### config.mk
export PLATFORM = sky130hd
export DESIGN_NAME = keypad_pin_entry
export DESIGN_NICKNAME = d
export VERILOG_FILES = /design/src/rtl/keypad_pin_entry.sv
export SDC_FILE = /design/constraint.sdc
export NUM_CORES = 1
export LEC_CHECK = 0
export CAP_MARGIN = 10
export CORE_MARGIN = 1.5
export CORE_UTILIZATION = 45
export DETAILED_ROUTE_END_ITERATION = 8
export DONT_BUFFER_PORTS = 1
export SLEW_MARGIN = 20
export SYNTH_ARGS = -nofsm -noshare
export SYNTH_HDL_FRONTEND = slang
export SYNTH_SLANG_ARGS = --single-unit
### constraint.sdc
create_clock -name i_clk -period 3 [get_ports i_clk]
set_clock_uncertainty 0.2 [all_clocks]
set_input_delay 0.6 -clock i_clk [delete_from_list [all_inputs] [get_ports i_clk]]
set_output_delay 0.6 -clock i_clk [all_outputs]
set_load 0.1 [all_outputs]
### src/rtl/keypad_pin_entry.sv
// Keypad PIN entry: debounces scanner samples into key presses, collects and checks a PIN and
// drives unlock / fail / lockout status. Define KEYPAD_PIN_CHANGE_EN to allow changing the PIN.
module keypad_pin_entry #(
  parameter int unsigned          PIN_LEN        = 4,
  parameter int unsigned          RELEASE_CYCLES = 8,
  parameter int unsigned          MAX_FAIL       = 3,
  parameter int unsigned          UNLOCK_CYCLES  = 500,
  parameter int unsigned          LOCK_CYCLES    = 1000,
  parameter logic [4*PIN_LEN-1:0] DEFAULT_PIN    = 16'h1234
) (
  input  logic       i_clk,
  input  logic       i_rst,
  input  logic [3:0] i_key_inp,
  output logic       o_key_strobe,
  output logic [3:0] o_key_code,
  output logic [3:0] o_digit_cnt,
  output logic       o_unlocked,
  output logic       o_fail_pulse,
  output logic       o_locked,
  output logic [1:0] o_fail_cnt
);

  localparam int unsigned BufW   = 4 * PIN_LEN;
  localparam int unsigned TmrMax = (UNLOCK_CYCLES > LOCK_CYCLES) ? UNLOCK_CYCLES : LOCK_CYCLES;
  localparam int unsigned TmrW   = $clog2(TmrMax) + 1;
  localparam int unsigned RelW   = $clog2(RELEASE_CYCLES + 1);

  localparam logic [3:0]      KeyStar    = 4'd10;
  localparam logic [3:0]      KeyHash    = 4'd11;
  localparam logic [3:0]      KeyNone    = 4'd12;
  localparam logic [3:0]      PinLen     = 4'(PIN_LEN);
  localparam logic [1:0]      MaxFail    = 2'(MAX_FAIL);
  localparam logic [RelW-1:0] RelCycles  = RelW'(RELEASE_CYCLES);
  localparam logic [TmrW-1:0] UnlockLast = TmrW'(UNLOCK_CYCLES - 1);
  localparam logic [TmrW-1:0] LockLast   = TmrW'(LOCK_CYCLES - 1);

`ifdef KEYPAD_PIN_CHANGE_EN
  typedef enum logic [2:0] {StEntry, StCheck, StUnlock, StLockout, StSet} state_e;
`else
  typedef enum logic [2:0] {StEntry, StCheck, StUnlock, StLockout} state_e;
`endif

  // Press detector
  logic [3:0]      r_key_smp;
  logic [RelW-1:0] r_rel_cnt;
  logic            r_rel_flag;
  logic            r_key_strobe;
  logic [3:0]      r_key_code;

  // Entry FSM
  state_e          r_state;
  logic [BufW-1:0] r_buf;
  logic [3:0]      r_digit_cnt;
  logic            r_unlocked;
  logic            r_fail_pulse;
  logic            r_locked;
  logic [1:0]      r_fail_cnt;
  logic [TmrW-1:0] r_tmr;

  logic [3:0]      w_key_norm;
  logic [RelW-1:0] w_rel_inc;
  logic [BufW-1:0] w_pin;
  logic [BufW-1:0] w_buf_nxt;
  logic [3:0]      w_cnt_nxt;
  logic            w_match;
  logic [1:0]      w_fail_nxt;
  logic            w_hash;

`ifdef KEYPAD_PIN_CHANGE_EN
  logic [BufW-1:0] r_pin;
  assign w_pin = r_pin;
`else
  assign w_pin = DEFAULT_PIN;
`endif

  assign w_key_norm = (i_key_inp > KeyNone) ? KeyNone : i_key_inp;
  assign w_rel_inc  = r_rel_cnt + 1'b1;
  assign w_match    = (r_digit_cnt == PinLen) && (r_buf == w_pin);
  assign w_fail_nxt = (r_fail_cnt == MaxFail) ? MaxFail : r_fail_cnt + 2'd1;
  assign w_hash     = r_key_strobe && (r_key_code == KeyHash);

  // Digit / '*' handling shared by ENTRY and SET; surplus digits are dropped silently.
  always_comb begin
    w_buf_nxt = r_buf;
    w_cnt_nxt = r_digit_cnt;
    if (r_key_strobe) begin
      if (r_key_code < KeyStar) begin
        if (r_digit_cnt < PinLen) begin
          w_buf_nxt = (r_buf << 4) | BufW'(r_key_code);
          w_cnt_nxt = r_digit_cnt + 4'd1;
        end
      end else if (r_key_code == KeyStar) begin
        w_buf_nxt = '0;
        w_cnt_nxt = '0;
      end
    end
  end

  // Input is registered first, so a key sampled at edge T strobes after edge T+1.
  always_ff @(posedge i_clk) begin
    if (!i_rst) begin
      r_key_smp    <= KeyNone;
      r_rel_cnt    <= '0;
      r_rel_flag   <= 1'b1;
      r_key_strobe <= 1'b0;
      r_key_code   <= KeyNone;
    end else begin
      r_key_smp    <= w_key_norm;
      r_key_strobe <= 1'b0;
      if (r_key_smp == KeyNone) begin
        if (r_rel_cnt != RelCycles) begin
          r_rel_cnt <= w_rel_inc;
          if (w_rel_inc == RelCycles) r_rel_flag <= 1'b1;
        end
      end else begin
        r_rel_cnt <= '0;
        if (r_rel_flag) begin
          r_rel_flag   <= 1'b0;
          r_key_strobe <= 1'b1;
          r_key_code   <= r_key_smp;
        end
      end
    end
  end

  always_ff @(posedge i_clk) begin
    if (!i_rst) begin
      r_state      <= StEntry;
      r_buf        <= '0;
      r_digit_cnt  <= '0;
      r_unlocked   <= 1'b0;
      r_fail_pulse <= 1'b0;
      r_locked     <= 1'b0;
      r_fail_cnt   <= '0;
      r_tmr        <= '0;
`ifdef KEYPAD_PIN_CHANGE_EN
      r_pin        <= DEFAULT_PIN;
`endif
    end else begin
      r_fail_pulse <= 1'b0;
      case (r_state)
        StEntry: begin
          r_buf       <= w_buf_nxt;
          r_digit_cnt <= w_cnt_nxt;
          if (w_hash) r_state <= StCheck;
        end
        StCheck: begin
          r_buf       <= '0;
          r_digit_cnt <= '0;
          r_tmr       <= '0;
          if (w_match) begin
            r_state    <= StUnlock;
            r_unlocked <= 1'b1;
            r_fail_cnt <= '0;
          end else begin
            r_fail_pulse <= 1'b1;
            r_fail_cnt   <= w_fail_nxt;
            if (w_fail_nxt == MaxFail) begin
              r_state  <= StLockout;
              r_locked <= 1'b1;
            end else begin
              r_state <= StEntry;
            end
          end
        end
        StUnlock: begin
          if (w_hash || (r_tmr == UnlockLast)) begin
            r_state    <= StEntry;
            r_unlocked <= 1'b0;
            r_tmr      <= '0;
`ifdef KEYPAD_PIN_CHANGE_EN
          end else if (r_key_strobe && (r_key_code == KeyStar)) begin
            // Timer holds its value while the new PIN is entered.
            r_state     <= StSet;
            r_buf       <= '0;
            r_digit_cnt <= '0;
`endif
          end else begin
            r_tmr <= r_tmr + 1'b1;
          end
        end
        StLockout: begin
          if (r_tmr == LockLast) begin
            r_state    <= StEntry;
            r_locked   <= 1'b0;
            r_fail_cnt <= '0;
            r_tmr      <= '0;
          end else begin
            r_tmr <= r_tmr + 1'b1;
          end
        end
`ifdef KEYPAD_PIN_CHANGE_EN
        StSet: begin
          if (w_hash) begin
            if (r_digit_cnt == PinLen) r_pin <= r_buf;
            r_state     <= StEntry;
            r_unlocked  <= 1'b0;
            r_buf       <= '0;
            r_digit_cnt <= '0;
            r_tmr       <= '0;
          end else begin
            r_buf       <= w_buf_nxt;
            r_digit_cnt <= w_cnt_nxt;
          end
        end
`endif
        default: r_state <= StEntry;
      endcase
    end
  end

  assign o_key_strobe = r_key_strobe;
  assign o_key_code   = r_key_code;
  assign o_digit_cnt  = r_digit_cnt;
  assign o_unlocked   = r_unlocked;
  assign o_fail_pulse = r_fail_pulse;
  assign o_locked     = r_locked;
  assign o_fail_cnt   = r_fail_cnt;

endmodule

==> results of run 1 <==
-- per-stage QoR --
step / hold WS, ps / setup slack (ps)
finish: 164 / 655
global route: 147 / 409
CTS: 156 / 679
detailed placement: 250 / 698
global placement: 251 / 772
floorplan: 236 / 496
-- power by group --
group / switching, mW / internal, mW
clock: 0.231 / 0.189
sequential: 0.0155 / 0.702
combinational: 0.0874 / 0.0341
-- final timing paths --
kind,to,startpoint,depth (start not counted)
hold reg to reg,o_key_code[0]$_SDFFE_PN0P_,r_key_smp[0]$_SDFF_PP0_,2
setup reg to reg,r_tmr[8]$_SDFFE_PN0P_,r_tmr[4]$_SDFFE_PN0P_,4
hold / removal,o_key_code[3]$_SDFFE_PN1P_,i_rst,1
setup / recovery,r_tmr[8]$_SDFFE_PN0P_,r_tmr[4]$_SDFFE_PN0P_,4
-- critical path: cells and delay by family, from the launching register on --
| kind | cells | cell delay, ps |
|---|---|---|
| AOI/OAI and AO/OA | 2 | 1080 |
| and+or+nand+nor | 2 | 520 |
| DFF | 1 | 460 |
-- sequential cells by signal, indices dropped and copies added, names as in the netlist, 2 cells and up --
| signal | cells |
|---|---|
| o_digit_cnt | 4 |
| o_fail_cnt | 2 |
| o_key_code | 4 |
| r_buf | 16 |
| r_key_smp | 4 |
| r_rel_cnt | 4 |
| r_state | 2 |
| r_tmr | 11 |
-- cell usage in the layout (no fill, tap or decap), types with 2 or more instances in the layout --
cell type,Yosys,routed
o2111ai_1,2,2
nand3b_1,3,3
or2_2,2,2
o21ai_1,2,2
dfxtp_1,52,52
xnor2_1,3,3
o211ai_1,4,4
a21oi_1,12,12
nand2_1,25,25
o22ai_1,2,2
a22oi_2,6,6
and3_1,7,7
o21a_1,3,3
o21ai_0,7,7
nor4bb_1,3,3
nor2_1,21,21
nand2b_1,4,4
nor4b_1,2,2
a31oi_1,8,8
clkbuf_8,0,6
inv_1,10,10
a22oi_1,11,11
nand2_2,2,2
nor2_2,4,4
a32oi_1,2,2
xor2_1,2,2
nand4_1,2,2
nor3_1,4,4
nand3_1,18,18
nor2b_1,2,2
ha_1,5,5
buf_4,0,16
-- cell type report --
| class | count | area, µm² |
|---|---|---|
| tap | 70 | 87.6 |
| timing repair buffer | 16 | 120 |
| inverter | 10 | 37.5 |
| clock inverter | 2 | 13.8 |
| multi-input combinational | 192 | 1280 |
| fill | 500 | 2500 |
| clock buffer | 6 | 82.6 |
| sequential | 52 | 1040 |
-- routing by layer --
layer  vias to the layer above  global-route usage (%)  wire length [µm]
li1                        995                       -                 -
met1                       929                    24.4              2470
met2                        29                    28.3              2200
met3                         4                    4.05               234
met4                         0                    6.67                55
met5                         -                       0                 0
-- cells by family (layout without fill, tap and decap cells) --
family,count (synthesis),in the layout,share of synthesized area (%)
compound gates,72,72,23.5
flops,52,52,42.3
mux,1,1,0.407
xor+xnor,5,5,1.78
fa+ha+maj,5,5,2.54
buf+inv,23,34,5.39
simple gates,109,109,24.0
==> summary.md, run 1 <==
| Metric | Value |
|---|---|
| Via count | `1957` |
| Drt pass-1 iters | `4` |
| CTS Root Cell | `clkbuf_8` |
| Via density | `5.62` |
| DR iter-0 viols | `121` |
| Crit path max-delay cell type | `o211ai_1` |
| Max_slew headroom | `35.5%` |
| Count of unique library cells instantiated by Yosys | `60` |
| Synth Net Count | `278` |
| Dominant cell type by area after synthesis | `dfxtp_1` |
| Final WL | `4.96 mm` |
| Core ar. | `5170 µm²` |
| Die width | `76.9 µm` |
| Yosys top cell area share | `42.3%` |
| Critical path arrival | `2360 ps` |
| Most frequent cell after synthesis | `dfxtp_1` |
| Initial Utilization | `47.5%` |
| Min Tclk post-route | `2340 ps` |
| Finished layout cell area | `2670 µm²` |
| CTS Buf Count | `5` |
| Placed cells | `340` |
| Nets | `288` |
| First-pass GRT wire length | `8.69 mm` |
| GPL Wtd Cong | `0.780` |
| Total grt overflow | `0` |
| Avg Cell Area, Syn | `9.21 µm²` |
| Hold buffers post-CTS | `0` |
| CP max stage delay | `760 ps` |
| Power Density | `472 nW/µm²` |
| Post_cts resized | `0` |
| Post-Syn Area | `2460 µm²` |
| Peak VDD IR | `0.000295 V` |
| Post-synth EDFFs | `0` |
| Die footprint | `5920 µm²` |
| Leak | `0.908 nW` |
| Crit-path cells | `and4b_1 -> o211ai_1 -> nand2_2 -> o41ai_2` |
| Top cells by count, synth | `52 x dfxtp_1, 25 x nand2_1, 21 x nor2_1` |
| Main flop type after synthesis | `dfxtp_1` |
| # Post-CTS Setup Buffers | `0` |
| Fin. Hold Viols | `0` |
| Dpl hpwl | `3.51 mm` |
| Layout cells sized above 1 | `16.5%` |
| Reg clk slew, reported paths | `100 ps` |
| TNS Setup | `0 ps` |
| Largest net degree at the start of global routing | `22` |
| Fmax | `427 MHz` |
| Placed Area | `2570 µm²` |
| Number of I/O pins | `20` |
| Crit path required time | `3010 ps` |
| Critical path fanouts, max | `12` |
| R2r setup slk | `660 ps` |
| Startpoint types | `flip-flop` |
| RSZ-0062 raised after global routing | `false` |
| Actual slew at the worst max-slew pin | `965 ps` |
| CTS tree | `yes` |
| Area Overhead vs Synth | `8.50%` |
| Max Cap Viol | `0` |
| Number of global-route vias before repair | `1861` |
| CP Capture Type | `flip-flop` |
| Final setup viols | `0` |
| H-tree depth | `2` |
| Worst-Skew Late Latency | `300 ps` |
| Post-synth ARST share | `0%` |
| Total number of yosys warnings | `0` |
| Seq/Total Area, Yosys | `42.3%` |
| Initial antenna violation count | `0` |
| Overall power | `1.26 mW` |
| Clk sinks | `52` |
| Min-delay worst type | `in2reg` |
| Drc violations | `0` |
| Wire per inst | `14.3 µm` |
| Top post-synthesis cells by area | `dfxtp_1 42%, nand2_1 3.8%, nand3_1 3.7%` |
| CTS Buffer Depth | `2` |
| Status | `finished, final reports clean` |
| Synth Register Bits | `52` |
| # port buffers | `0` |
| Critical path class | `reg2reg` |
| Number of diodes | `0` |
| Max Transition Viols Final | `0` |
| # rows | `26` |
| Routed Antenna Nets | `0` |
| Chip Height | `76.9 µm` |
| Util after Layout | `51.6%` |
| GRT Total Usage | `18.2%` |
| Final period util | `78.2%` |
| Final Non-Filler Cells | `348` |
| Gate count of the mapped netlist | `267` |
(Power assumes the default switching activity.)
==> run 2, diff against run 1 <==
==> constraint.sdc (replaced) <==
create_clock -name i_clk -period 2.06 [get_ports i_clk]
set_clock_uncertainty 0.2 [all_clocks]
set_input_delay 0.412 -clock i_clk [delete_from_list [all_inputs] [get_ports i_clk]]
set_output_delay 0.412 -clock i_clk [all_outputs]
set_load 0.1 [all_outputs]
==> run 2 against run 1 <==
Net effect:
- clock power increased by 94%
- flip-flop and latch count unchanged
- non-clock buffer count increased by 14
- combinational power increased by 56%
- sequential share of layout area decreased by 2.0 points
==> summary.md, run 2 (synthesis results as in run 1) <==
| Metric | Value |
|---|---|
| Initial antenna violation count | `0 (unchanged)` |
| Most common cell after layout, fill and taps aside | `dfxtp_1 (unchanged)` |
| Largest Register | `r_buf (unchanged)` |
| Dpl hpwl | `3.70 mm (was 3.51 mm)` |
| Min Tclk post-route | `1940 ps (was 2340 ps)` |
| Startpoint types | `flip-flop (unchanged)` |
| Largest net degree at the start of global routing | `18 (was 22)` |
| Fin. Hold Viols | `0 (unchanged)` |
| # rows | `26 (unchanged)` |
| Fmax | `515 MHz (was 427 MHz)` |
| Number of global-route vias before repair | `1929 (was 1861)` |
| Crit path max-delay cell type | `o211ai_1 (unchanged)` |
| Number of I/O pins | `20 (unchanged)` |
| Crit path required time | `2070 ps (was 3010 ps)` |
| Biggest regs | `r_buf x16, r_tmr x11 (unchanged)` |
| Overall power | `2.05 mW (was 1.26 mW)` |
| DR iter-0 viols | `177 (was 121)` |
| Drt pass-1 iters | `5 (was 4)` |
| Initial Utilization | `47.5% (unchanged)` |
| Leak | `0.995 nW (was 0.908 nW)` |
| GPL Wtd Cong | `0.820 (was 0.780)` |
| Wire per inst | `14.6 µm (was 14.3 µm)` |
| CP Capture Type | `flip-flop (unchanged)` |
| Die footprint | `5920 µm² (unchanged)` |
| Fillers | `465 (was 500)` |
| Final WL | `5.29 mm (was 4.96 mm)` |
| Final setup viols | `0 (unchanged)` |
| Routed Antenna Nets | `0 (unchanged)` |
| CP max stage delay | `450 ps (was 760 ps)` |
| GRT Total Usage | `19.3% (was 18.2%)` |
| Chip Height | `76.9 µm (unchanged)` |
| Core ar. | `5170 µm² (unchanged)` |
| Final period util | `94.2% (was 78.2%)` |
| CTS tree | `yes (unchanged)` |
| Critical path fanouts, max | `8 (was 12)` |
| Actual slew at the worst max-slew pin | `874 ps (was 965 ps)` |
| Number of diodes | `0 (unchanged)` |
| # port buffers | `0 (unchanged)` |
| Layout cells sized above 1 | `22.3% (was 16.5%)` |
| CTS Root Cell | `clkbuf_8 (unchanged)` |
| First-pass GRT wire length | `9.16 mm (was 8.69 mm)` |
| Reg clk slew, reported paths | `90 ps (was 100 ps)` |
| Total grt overflow | `0 (unchanged)` |
| Die width | `76.9 µm (unchanged)` |
| Drc violations | `0 (unchanged)` |
| Area Overhead vs Synth | `16.0% (was 8.50%)` |
| Min-delay worst type | `in2reg (unchanged)` |
| CTS Buffer Depth | `2 (unchanged)` |
| Critical path class | `reg2reg (unchanged)` |
| Via count | `2051 (was 1957)` |
| CTS Buf Count | `5 (unchanged)` |
| H-tree depth | `2 (unchanged)` |
| Max Cap Viol | `0 (unchanged)` |
| Crit-path cells | `and4b_1 -> o211ai_1 -> nand2_2 -> o41ai_2 (unchanged)` |
| Via density | `5.67 (was 5.62)` |
| Worst-Skew Late Latency | `310 ps (was 300 ps)` |
| Nets | `302 (was 288)` |
| Power Density | `721 nW/µm² (was 472 nW/µm²)` |
| Max Transition Viols Final | `0 (unchanged)` |
| Max_slew headroom | `41.3% (was 35.5%)` |
| Critical path arrival | `1950 ps (was 2360 ps)` |
| Status | `finished, final reports clean (unchanged)` |
| Peak VDD IR | `0.000436 V (was 0.000295 V)` |
| Util after Layout | `55.1% (was 51.6%)` |
| Max FFs per register | `16 (unchanged)` |
| Most frequent cells in the layout | `43 x dfxtp_1, 26 x buf_4, 25 x nand2_1 (was 52 x dfxtp_1, 25 x nand2_1, 21 x nor2_1)` |
| Clk sinks | `52 (unchanged)` |
## run 2: changes by cell type in the layout (fill, tap and decap cells not counted), sizes merged
cell	change
inv	-1
clkinv	-1
dlygate4sd3	+3
buf	+11
bufinv	+2
## run 2: cell type report
| type | count | area, µm² | area share (%) |
|---|---|---|---|
| inverters | 10 | 37.5 | 1.32 |
| multi-input cells | 192 | 1290 | 45.4 |
| clock buffers | 6 | 72.6 | 2.54 |
| flip-flops and latches | 52 | 1050 | 37.0 |
| clock inverters | 2 | 60.1 | 2.11 |
| repair buffers | 30 | 245 | 8.60 |
| well taps | 70 | 87.6 | 3.07 |
## run 2: final timing paths
kind | start | end | slack (ps) | cells after the start
worst min register to register | r_key_smp[0]$_SDFF_PP0_ | o_key_code[0]$_SDFFE_PN0P_ | 260 | 2
worst max-delay path | r_state[0]$_SDFFE_PN0P_ | r_tmr[8]$_SDFFE_PN0P_ | 120 | 4
worst min-delay path | i_rst | r_state[0]$_SDFFE_PN0P_ | 20 | 1
worst max register to register | r_state[0]$_SDFFE_PN0P_ | r_tmr[8]$_SDFFE_PN0P_ | 120 | 4
## run 2: routing by layer
metal	share of wire, %	GRT usage, %	vias to the layer above
met5	0	0	-
met4	1.2	6.11	0
met3	4.3	4.76	7
met2	46	30.3	36
met1	48	25.9	976
li1	-	-	1032
## run 2: timing repair
action | 4_1_cts | 5_1_grt
buffers inserted | 0 | 1
setup endpoints to repair | 0 | 2
hold buffers | 3 | 0
hold endpoints to repair | 5 | 0
gates resized for setup | 0 | 1
## run 2: report_power, final
group | switching, mW | internal [mW] | total (mW)
clock | 0.330 | 0.485 | 0.816
combinational | 0.129 | 0.0597 | 0.189
sequential | 0.0261 | 1.02 | 1.05
total | 0.485 | 1.57 | 2.05
## run 2: metrics by stage
| stage | setup WS, ps | hold slack [ps] | setup TNS [ps] | area, µm² | std cells |
|---|---|---|---|---|---|
| after floorplan | -52.6 | 228 | -52.6 | 2470 | 267 |
| after global placement | 155 | 240 | 0 | 2670 | 350 |
| final | 119 | 19.4 | 0 | 2850 | 362 |
| after detailed placement | 105 | 241 | 0 | 2670 | 350 |
| after global routing | -1.79 | 10.5 | -1.79 | 2850 | 362 |
| after CTS | 77.6 | 19.1 | 0 | 2840 | 361 |
## run 2: worst max-delay path, delay by kind of cell (launching register included)
kind / cells / cell delay (ps)
compound gates: 2 / 750
flops: 1 / 410
simple gates: 2 / 480
==> run 3, diff against run 2 <==
--- a/config.mk
+++ b/config.mk
@@ -14,3 +14,4 @@
 export SYNTH_ARGS = -nofsm -noshare
 export SYNTH_HDL_FRONTEND = slang
 export SYNTH_SLANG_ARGS = --single-unit
+export TNS_END_PERCENT = 10
==> run 3 against run 2 <==
Net effect:
- design area shrank 0.88%
- power shrank 3.0%
- die area is the same
- highest routed layer unchanged
==> summary.md, run 3 (synthesis results as in run 1) <==
| Metric | Value |
|---|---|
| Status | `finished, final reports clean (unchanged)` |
| Critical path class | `reg2reg (unchanged)` |
| Actual slew at the worst max-slew pin | `584 ps (was 874 ps)` |
| Leak | `0.997 nW (was 0.995 nW)` |
| Number of global-route vias before repair | `1953 (was 1929)` |
| Via density | `5.54 (was 5.67)` |
| Worst reg2reg startpoint | `r_tmr[4]$_SDFFE_PN0P_ (was r_state[0]$_SDFFE_PN0P_)` |
| # rows | `26 (unchanged)` |
| M1 WL | `2.62 mm (was 2.54 mm)` |
| Startpoint types | `flip-flop (unchanged)` |
| NetSw | `0.485 mW (about the same)` |
| Chip Height | `76.9 µm (unchanged)` |
| Final period util | `95.6% (was 94.2%)` |
| Crit path required time | `2050 ps (was 2070 ps)` |
| Routed Antenna Nets | `0 (unchanged)` |
| Drc violations | `0 (unchanged)` |
| FF-to-FF path depth | `5 (was 4)` |
| Final setup viols | `0 (unchanged)` |
| # port buffers | `0 (unchanged)` |
| Register share of total power | `52.4% (was 51.1%)` |
| Max_slew headroom | `60.9% (was 41.3%)` |
| Setup WS post-layout | `90.9 ps (was 119 ps)` |
| CP max stage delay | `410 ps (was 450 ps)` |
| GPL Wtd Cong | `0.894 (was 0.820)` |
| H-tree depth | `2 (unchanged)` |
| GRT Total Usage | `19.4% (was 19.3%)` |
| Initial Utilization | `47.5% (unchanged)` |
| Largest net degree at the start of global routing | `18 (unchanged)` |
| Finished layout cell area | `2830 µm² (was 2850 µm²)` |
| Switching share of power | `24.3% (was 23.6%)` |
| Max Transition Viols Final | `0 (unchanged)` |
| CTS Buffer Depth | `2 (unchanged)` |
| Die width | `76.9 µm (unchanged)` |
| Fmax | `508 MHz (was 515 MHz)` |
| Internal Power | `1.51 mW (was 1.57 mW)` |
| Max Cap Viol | `0 (unchanged)` |
| Power Density | `705 nW/µm² (was 721 nW/µm²)` |
| Clk pwr share | `38.2% (was 39.7%)` |
| Layout cells sized above 1 | `23.5% (was 22.3%)` |
| Min Tclk post-route | `1970 ps (was 1940 ps)` |
| Most frequent cells in the layout | `43 x dfxtp_1, 30 x buf_4, 25 x nand2_1 (was 43 x dfxtp_1, 26 x buf_4, 25 x nand2_1)` |
| Dpl hpwl | `3.78 mm (was 3.70 mm)` |
| Nets | `303 (was 302)` |
| R2r setup slk | `90 ps (was 120 ps)` |
| CTS Buf Count | `5 (unchanged)` |
| Placed Area | `2680 µm² (was 2670 µm²)` |
| First-pass GRT wire length | `9.15 mm (was 9.16 mm)` |
| Initial antenna violation count | `0 (unchanged)` |
| CTS Root Cell | `clkbuf_8 (unchanged)` |
| Die footprint | `5920 µm² (unchanged)` |
| Final WL | `5.32 mm (was 5.29 mm)` |
| Via count | `2010 (was 2051)` |
| Clk sinks | `52 (unchanged)` |
| Reg clk slew, reported paths | `90 ps (about the same)` |
| CTS tree | `yes (unchanged)` |
| Critical path fanouts, max | `5 (was 8)` |
| Worst-Skew Late Latency | `300 ps (was 310 ps)` |
| Crit-path cells | `nor4b_1 -> o211ai_1 -> buf_4 -> a221oi_1 -> nor3_1 (was and4b_1 -> o211ai_1 -> nand2_2 -> o41ai_2)` |
| Critical path startpoint | `r_tmr[4]$_SDFFE_PN0P_ (was r_state[0]$_SDFFE_PN0P_)` |
| Top layer in use | `met4 (unchanged)` |
| Fin. Hold Viols | `0 (unchanged)` |
| Largest Register | `r_buf (unchanged)` |
| Core ar. | `5170 µm² (unchanged)` |
| DR WL met2 | `2.45 mm (about the same)` |
| Peak VDD IR | `0.000418 V (was 0.000436 V)` |
| Overall power | `1.99 mW (was 2.05 mW)` |
| Number of I/O pins | `20 (unchanged)` |
| Worst r2r dst | `r_state[1]$_SDFFE_PN0P_ (was r_tmr[8]$_SDFFE_PN0P_)` |
| CP endpoint | `r_state[1]$_SDFFE_PN0P_ (was r_tmr[8]$_SDFFE_PN0P_)` |
| DR iter-0 viols | `140 (was 177)` |
| Wire per inst | `14.6 µm (about the same)` |
| Min-delay worst type | `in2reg (unchanged)` |
| Gate power share | `9.4% (was 9.2%)` |
| Biggest regs | `r_buf x16, r_tmr x11 (unchanged)` |
| Drt pass-1 iters | `4 (was 5)` |
| Total grt overflow | `0 (unchanged)` |
| Crit path max-delay cell type | `nor4b_1 (was o211ai_1)` |
| Number of diodes | `0 (unchanged)` |
| CP Capture Type | `flip-flop (unchanged)` |
| Most common cell after layout, fill and taps aside | `dfxtp_1 (unchanged)` |
| Max FFs per register | `16 (unchanged)` |
| Pre-CTS setup slack | `107 ps (was 105 ps)` |
| Met3 routed WL | `182 µm (was 230 µm)` |
| Area Overhead vs Synth | `15.0% (was 16.0%)` |
| Critical path arrival | `1960 ps (was 1950 ps)` |
-- run 3: changes by cell type in the layout (fill, tap and decap cells not counted), sizes merged --
| cell | change |
|---|---|
| buf | +3 |
| bufinv | -1 |
| clkbuf | +1 |
| dlygate4sd3 | -2 |
-- run 3: layout make-up --
type,instances,area [µm²]
clock buffers,7,96.3
clock inverters,1,30.0
flip-flops and latches,52,1050
repair buffers,31,235
well taps,70,87.6
multi-input cells,192,1280
inverters,10,37.5
fillers,482,2350
-- run 3: stage by stage --
stage	util, %	setup TNS, ps	hold WS (ps)	std cells
5_1_grt	54.6	-12.7	1.49	363
2_1_floorplan	-	-57.0	228	267
3_5_place_dp	51.7	0	246	352
3_3_place_gp	51.7	0	246	352
6_report	54.6	0	7.94	363
4_1_cts	54.4	0	0.749	361
-- run 3: critical path, delay by kind of cell (launching register included) --
family | cells | cell delay, ps
compound gates | 2 | 570
simple gates | 2 | 490
flops | 1 | 390
buf+inv | 1 | 210
-- run 3: how the worst min path moves through the flow --
| stage | from | endpoint | slack (ps) | depth (start not counted) |
|---|---|---|---|---|
| floorplan | r_key_smp[1]$_SDFF_PP0_ | o_key_code[1]$_SDFFE_PN0P_ | 230 | 2 |
| global placement | r_key_smp[0]$_SDFF_PP0_ | o_key_code[0]$_SDFFE_PN0P_ | 250 | 2 |
| detailed placement | r_key_smp[0]$_SDFF_PP0_ | o_key_code[0]$_SDFFE_PN0P_ | 250 | 2 |
| CTS | i_key_inp[2] | r_key_smp[2]$_SDFF_PP1_ | 0.7 | 1 |
| global route | i_key_inp[2] | r_key_smp[2]$_SDFF_PP1_ | 1 | 1 |
| finish | i_key_inp[2] | r_key_smp[2]$_SDFF_PP1_ | 8 | 1 |
-- run 3: metal layers --
layer / vias up / GRT usage, %
li1: 1026 / -
met1: 952 / 25.0
met2: 25 / 31.3
met3: 7 / 4.88
met4: 0 / 6.48
met5: - / 0
-- run 3: power groups by stage --
stage,Clock [mW],Sequential (mW),Combinational [mW]
after floorplan,0,1.13,0.0988
after CTS,0.773,1.04,0.189
final,0.761,1.04,0.188
after detailed placement,0,1.07,0.186
after global placement,0,1.07,0.185
after global routing,0.813,1.05,0.203
-- run 3: what timing repair did --
item / CTS / global route
buffers inserted: 0 / 2
hold endpoints to repair: 5 / 0
resized for setup: 0 / 0
setup endpoints to repair: 0 / 1
hold buffers: 1 / 0
==> patch 1, RTL diff (config.mk and constraints of run 1) <==
Reset style: asynchronous (`i_rst`), changed in 2 clocked blocks.
--- a/src/rtl/keypad_pin_entry.sv
+++ b/src/rtl/keypad_pin_entry.sv
@@ -97,7 +97,7 @@
   end
 
   // Input is registered first, so a key sampled at edge T strobes after edge T+1.
-  always_ff @(posedge i_clk) begin
+  always_ff @(posedge i_clk or negedge i_rst) begin
     if (!i_rst) begin
       r_key_smp    <= KeyNone;
       r_rel_cnt    <= '0;
@@ -123,7 +123,7 @@
     end
   end
 
-  always_ff @(posedge i_clk) begin
+  always_ff @(posedge i_clk or negedge i_rst) begin
     if (!i_rst) begin
       r_state      <= StEntry;
       r_buf        <= '0;
Function: differs if i_rst is asserted again (counterexample within 4 cycles, from zero or initial values and one cycle with i_rst low); with i_rst held inactive, the same outputs for 10 cycles.
==> patch 1 against run 1 <==
- worst setup slack worse by 220 ps
- synthesized area fell by 2.9%
- design area down 0.47%
- core utilization is 0.41 points higher
- maximum frequency down 8.6%
- sequential cell count unchanged
- routed wire length is 12% lower
- critical path type unchanged
Power is not compared: it rests on default switching activity, and its combinational part moved more than twofold at a synthesized area within 25%.
==> patch 1: results (changes against run 1) <==
Status - completed
CP Max Fanout - 19 (+7)
Area share of xor/xnor cells in the synthesized design - 0.0147 (-0.00314)
Net count, final - 233 (-19%)
Slowest stage cell, crit path - o41ai_4
Number of gates resized after CTS - 0 (unchanged)
Number of global-route vias before repair - 1584 (-15%)
Number of antenna violations at the first check in global routing - 0 (unchanged)
Worst Reg2Reg Path Length in Cells - 6 (+2)
Number of cells traversed by the worst hold path - 0 (-1)
Number of non-filler instances in the completed layout - 293 (-16%)
Share of layout cells above drive strength 1 - 0.161 (-0.00403)
Number of standard cells after synthesis - 212 (-21%)
Worst slack, placed - 487 ps (-211 ps)
Hold slack final - 86.3 ps (-77.8 ps)
Launch point of the worst hold path - i_key_inp[2]
Wire length of the first global-routing pass - 7280 um (-16%)
Total placed instance area - 2500 um^2 (-2.7%)
Global-route track usage on met2 - 0.264 (-0.0194)
Post-synthesis mux area share - 0.00419 (+0.000122)
Met3 global-route usage - 0.0542 (+0.0138)
Routed wire length - 4380 um (-12%)
DR WL met2 - 2030 um (-7.6%)
WHS Endpoint - r_key_smp[2]$_DFF_PN1_
Most numerous cell types in the synthesized netlist - 47 x dfrtp_1, 21 x a22o_1, 20 x nor2_1
Synthesized-area fraction occupied by ao, oa, aoi and oai cells - 0.224 (-0.0113)
Portion of the post-synthesis area used by sequential elements - 0.548 (+0.124)
HPWL Detailed - 3050 um (-13%)
R2R Path End - r_tmr[6]$_DFFE_PN0P_
FFs w/ async S/R, synth - 1.00 (+1.00)
Detailed route wirelength on metal3 - 224 um (-4.3%)
Most area-consuming cells after synthesis - dfrtp_1 49%, a22o_1 7.7%, dfstp_2 5.5%
Number of library cell types mapped by synthesis - 45 (-25%)
Routed via count divided by cell count - 5.66 (+0.56%)
Post-synthesis adder-cell area fraction - 0.0262 (+0.000760)
Predominant post-synthesis flop cell - dfrtp_1
GRT met1 Usage - 0.227 (-0.0173)
Count of routing violations after the opening detailed-route iteration - 85 (-30%)
Post-synthesis net count - 223 (-20%)
Global-route usage over all layers - 0.170 (-0.0114)
Inst Count DP - 283 (-17%)
Final core occ - 0.520 (+0.00412)
Worst EP arrival - 2590 ps (+230 ps)
Routability cong. - 0.786 (+0.74%)
Relative max-transition margin - 0.372 (+0.0162)
Length of routed wiring on met1 - 2070 um (-16%)
Largest net degree at the start of global routing - 53 (+140%)
Clock slew at reported path FFs - 90 ps
Worst setup slack for register-to-register paths - 440 ps (-220 ps)
Count of buffers from port buffering - 0 (unchanged)
-- patch 1: changes by cell type in the layout (fill, tap and decap cells not counted), sizes merged, moves of 5 or more --
cell	run 1	this run
a22oi	17	0
nand2	27	10
dfstp	0	5
dfrtp	0	47
a22o	0	22
nor2	25	20
nand3	18	7
dfxtp	52	0
-- patch 1: area by class of cell --
cell class                      count  area (um^2)
Inverter                           10         37.5
Tap cell                           70         87.6
Fill cell                         453         2450
Clock buffer                        5         68.8
Multi-Input combinational cell    140          986
Clock inverter                      3         47.5
Sequential cell                    52         1310
Timing Repair Buffer               13          120
-- patch 1: repair_timing --
item                       4_1_cts  5_1_grt
setup endpoints to repair        0        0
hold buffers                     2        0
hold endpoints to repair        52        0
-- patch 1: worst max-delay path by stage --
| stage | to | slack, ps | depth (start not counted) |
|---|---|---|---|
| 5_1_grt | r_tmr[5]$_DFFE_PN0P_ | 300 | 6 |
| 4_1_cts | r_tmr[6]$_DFFE_PN0P_ | 470 | 6 |
| 6_report | r_tmr[6]$_DFFE_PN0P_ | 440 | 6 |
| 2_1_floorplan | r_buf[1]$_DFFE_PN0P_ | 590 | 5 |
| 3_5_place_dp | r_tmr[5]$_DFFE_PN0P_ | 490 | 6 |
| 3_3_place_gp | r_tmr[6]$_DFFE_PN0P_ | 650 | 6 |
-- patch 1: power breakdown --
group          total (mW)  leakage (nW)  switching [mW]  internal [mW]
registers           0.708         0.705         0.00247          0.705
logic              0.0228         0.434          0.0158        0.00703
clock network       0.483        0.0583           0.232          0.251
total                1.21          1.20           0.250          0.964
-- patch 1: worst reg2reg max path, delay by kind of cell (launching register included) --
family,cells,cell delay (ps)
adder cells (fa/ha/maj),1,270
AO/OA/AOI/OAI,3,1210
AND/OR/NAND/NOR,2,350
flip-flops,1,440
==> patch 2, RTL diff (config.mk and constraints of run 1) <==
Made on the original files. Add a define of `KEYPAD_PIN_CHANGE_EN`.
--- a/src/rtl/keypad_pin_entry.sv
+++ b/src/rtl/keypad_pin_entry.sv
@@ -1,5 +1,7 @@
 // Keypad PIN entry: debounces scanner samples into key presses, collects and checks a PIN and
 // drives unlock / fail / lockout status. Define KEYPAD_PIN_CHANGE_EN to allow changing the PIN.
+`define KEYPAD_PIN_CHANGE_EN
+
 module keypad_pin_entry #(
   parameter int unsigned          PIN_LEN        = 4,
   parameter int unsigned          RELEASE_CYCLES = 8,
Function: no difference found for any inputs over 10 cycles, from zero or initial values and one cycle with i_rst low; that may be too few to reach the edited logic, so the function may still have changed.
==> patch 2 against run 1 <==
- sequential cell count grew 17
- clock power increased by 96%
- total power grew 49%
- worst setup slack worse by 370 ps
- sequential share of layout area shrank 1.8 points
- die area up 34%
- synthesized area up 35%
- cell count rose by 45%
- hold slack worse by 48 ps
- design area grew 39%
- routed wire length increased by 49%
- critical endpoint is now o_digit_cnt[0]$_SDFFE_PN0P_
- largest cell class unchanged
- highest routed layer unchanged
==> patch 2: results (changes against run 1) <==
Post-synthesis net count - 400 (+44%)
Met3 global-route usage - 0.0452 (+0.00477)
Largest net degree at the start of global routing - 41 (+86%)
Vias post-DR - 2762 (+41%)
CP Max Fanout - 18 (+6)
Count of routing violations after the opening detailed-route iteration - 65 (-46%)
Top Registers - r_buf: 16 flops, r_pin: 16 flops, r_tmr: 11 flops
Status - completed
Net count, final - 411 (+43%)
Length of routed wiring on met1 - 3570 um (+44%)
Slowest stage cell, crit path - o21bai_2
Worst Reg2Reg Path Length in Cells - 7 (+3)
Number of global-route vias before repair - 2732 (+47%)
Portion of the post-synthesis area used by sequential elements - 0.415 (-0.00806)
HPWL Detailed - 5150 um (+47%)
Predominant post-synthesis flop cell - dfxtp_1
Worst setup slack for register-to-register paths - 290 ps (-370 ps)
Maximum vdd ir drop - 0.000304 V (+2.9%)
Most area-consuming cells after synthesis - dfxtp_1 42%, nand2_1 6.4%, a21oi_1 5.9%
R2R Path Start - o_key_strobe$_SDFF_PP0_
Detailed route wirelength on metal3 - 189 um (-19%)
GRT met1 Usage - 0.269 (+0.0248)
Relative max-transition margin - 0.251 (-0.105)
Most numerous cell types in the synthesized netlist - 69 x dfxtp_1, 57 x nand2_1, 39 x a21oi_1
H-Tree Depth - 3 (+1)
Total placed instance area - 3490 um^2 (+36%)
Worst EP arrival - 2810 ps (+450 ps)
Total CTS buffers - 9 (+4)
R2R Path End - o_digit_cnt[0]$_SDFFE_PN0P_
Global-route track usage on met2 - 0.357 (+0.0736)
Number of library cell types mapped by synthesis - 57 (-5.0%)
Global-route usage over all layers - 0.211 (+0.0290)
Clock slew at reported path FFs - 80 ps (-20 ps)
Leakage component of the power - 1.51 nW (+66%)
Hold slack final - 116 ps (-48.0 ps)
Wire length of the first global-routing pass - 12900 um (+49%)
Largest delay contributor family on the critical path - simple AND/OR/NAND/NOR gates
Share of layout cells above drive strength 1 - 0.116 (-0.0494)
Routability cong. - 0.847 (+8.6%)
Worst path max stage delay - 510 ps (-250 ps)
-- patch 2: power by group --
part	internal (mW)	leakage [nW]	switching, mW
sequential	0.932	0.559	0.0153
combinational	0.0331	0.843	0.0724
clock	0.471	0.104	0.353
total	1.44	1.51	0.441
-- patch 2: logic make-up (layout without fill, tap and decap cells) --
logic type,after synthesis,after routing,share of synthesized area
AO/OA/AOI/OAI,109,109,0.216
XOR/XNOR,19,19,0.0500
adder cells (fa/ha/maj),5,5,0.0188
buffers and inverters,31,47,0.0433
flip-flops,69,69,0.415
multiplexers,6,6,0.0181
AND/OR/NAND/NOR,150,150,0.239
-- patch 2: through the flow --
stage	instances	worst slack (ps)	utilization	power, mW
global placement	488	364	0.484	1.07
global route	504	56.4	0.514	1.95
finish	504	288	0.514	1.88
floorplan	389	94.8	-	1.06
CTS	504	310	0.514	1.90
detailed placement	488	315	0.484	1.07
-- patch 2: area by class of cell --
class	instances	area, um^2
clock buffers	11	131
clock inverters	5	85.1
fillers	686	3500
inverters	12	45.0
multi-input cells	289	1800
flip-flops and latches	69	1380
well taps	99	124
repair buffers	19	143
-- patch 2: worst max path at each step --
stage	startpoint	endpoint	slack [ps]	depth (start not counted)
floorplan	o_key_strobe$_SDFF_PP0_	o_digit_cnt[0]$_SDFFE_PN0P_	90	7
global placement	r_tmr[0]$_SDFFE_PN0P_	o_digit_cnt[0]$_SDFFE_PN0P_	360	8
detailed placement	r_tmr[0]$_SDFFE_PN0P_	o_digit_cnt[0]$_SDFFE_PN0P_	320	8
CTS	o_key_strobe$_SDFF_PP0_	o_digit_cnt[0]$_SDFFE_PN0P_	310	7
global route	o_key_strobe$_SDFF_PP0_	r_buf[4]$_SDFFE_PN0P_	60	7
finish	o_key_strobe$_SDFF_PP0_	o_digit_cnt[0]$_SDFFE_PN0P_	290	7
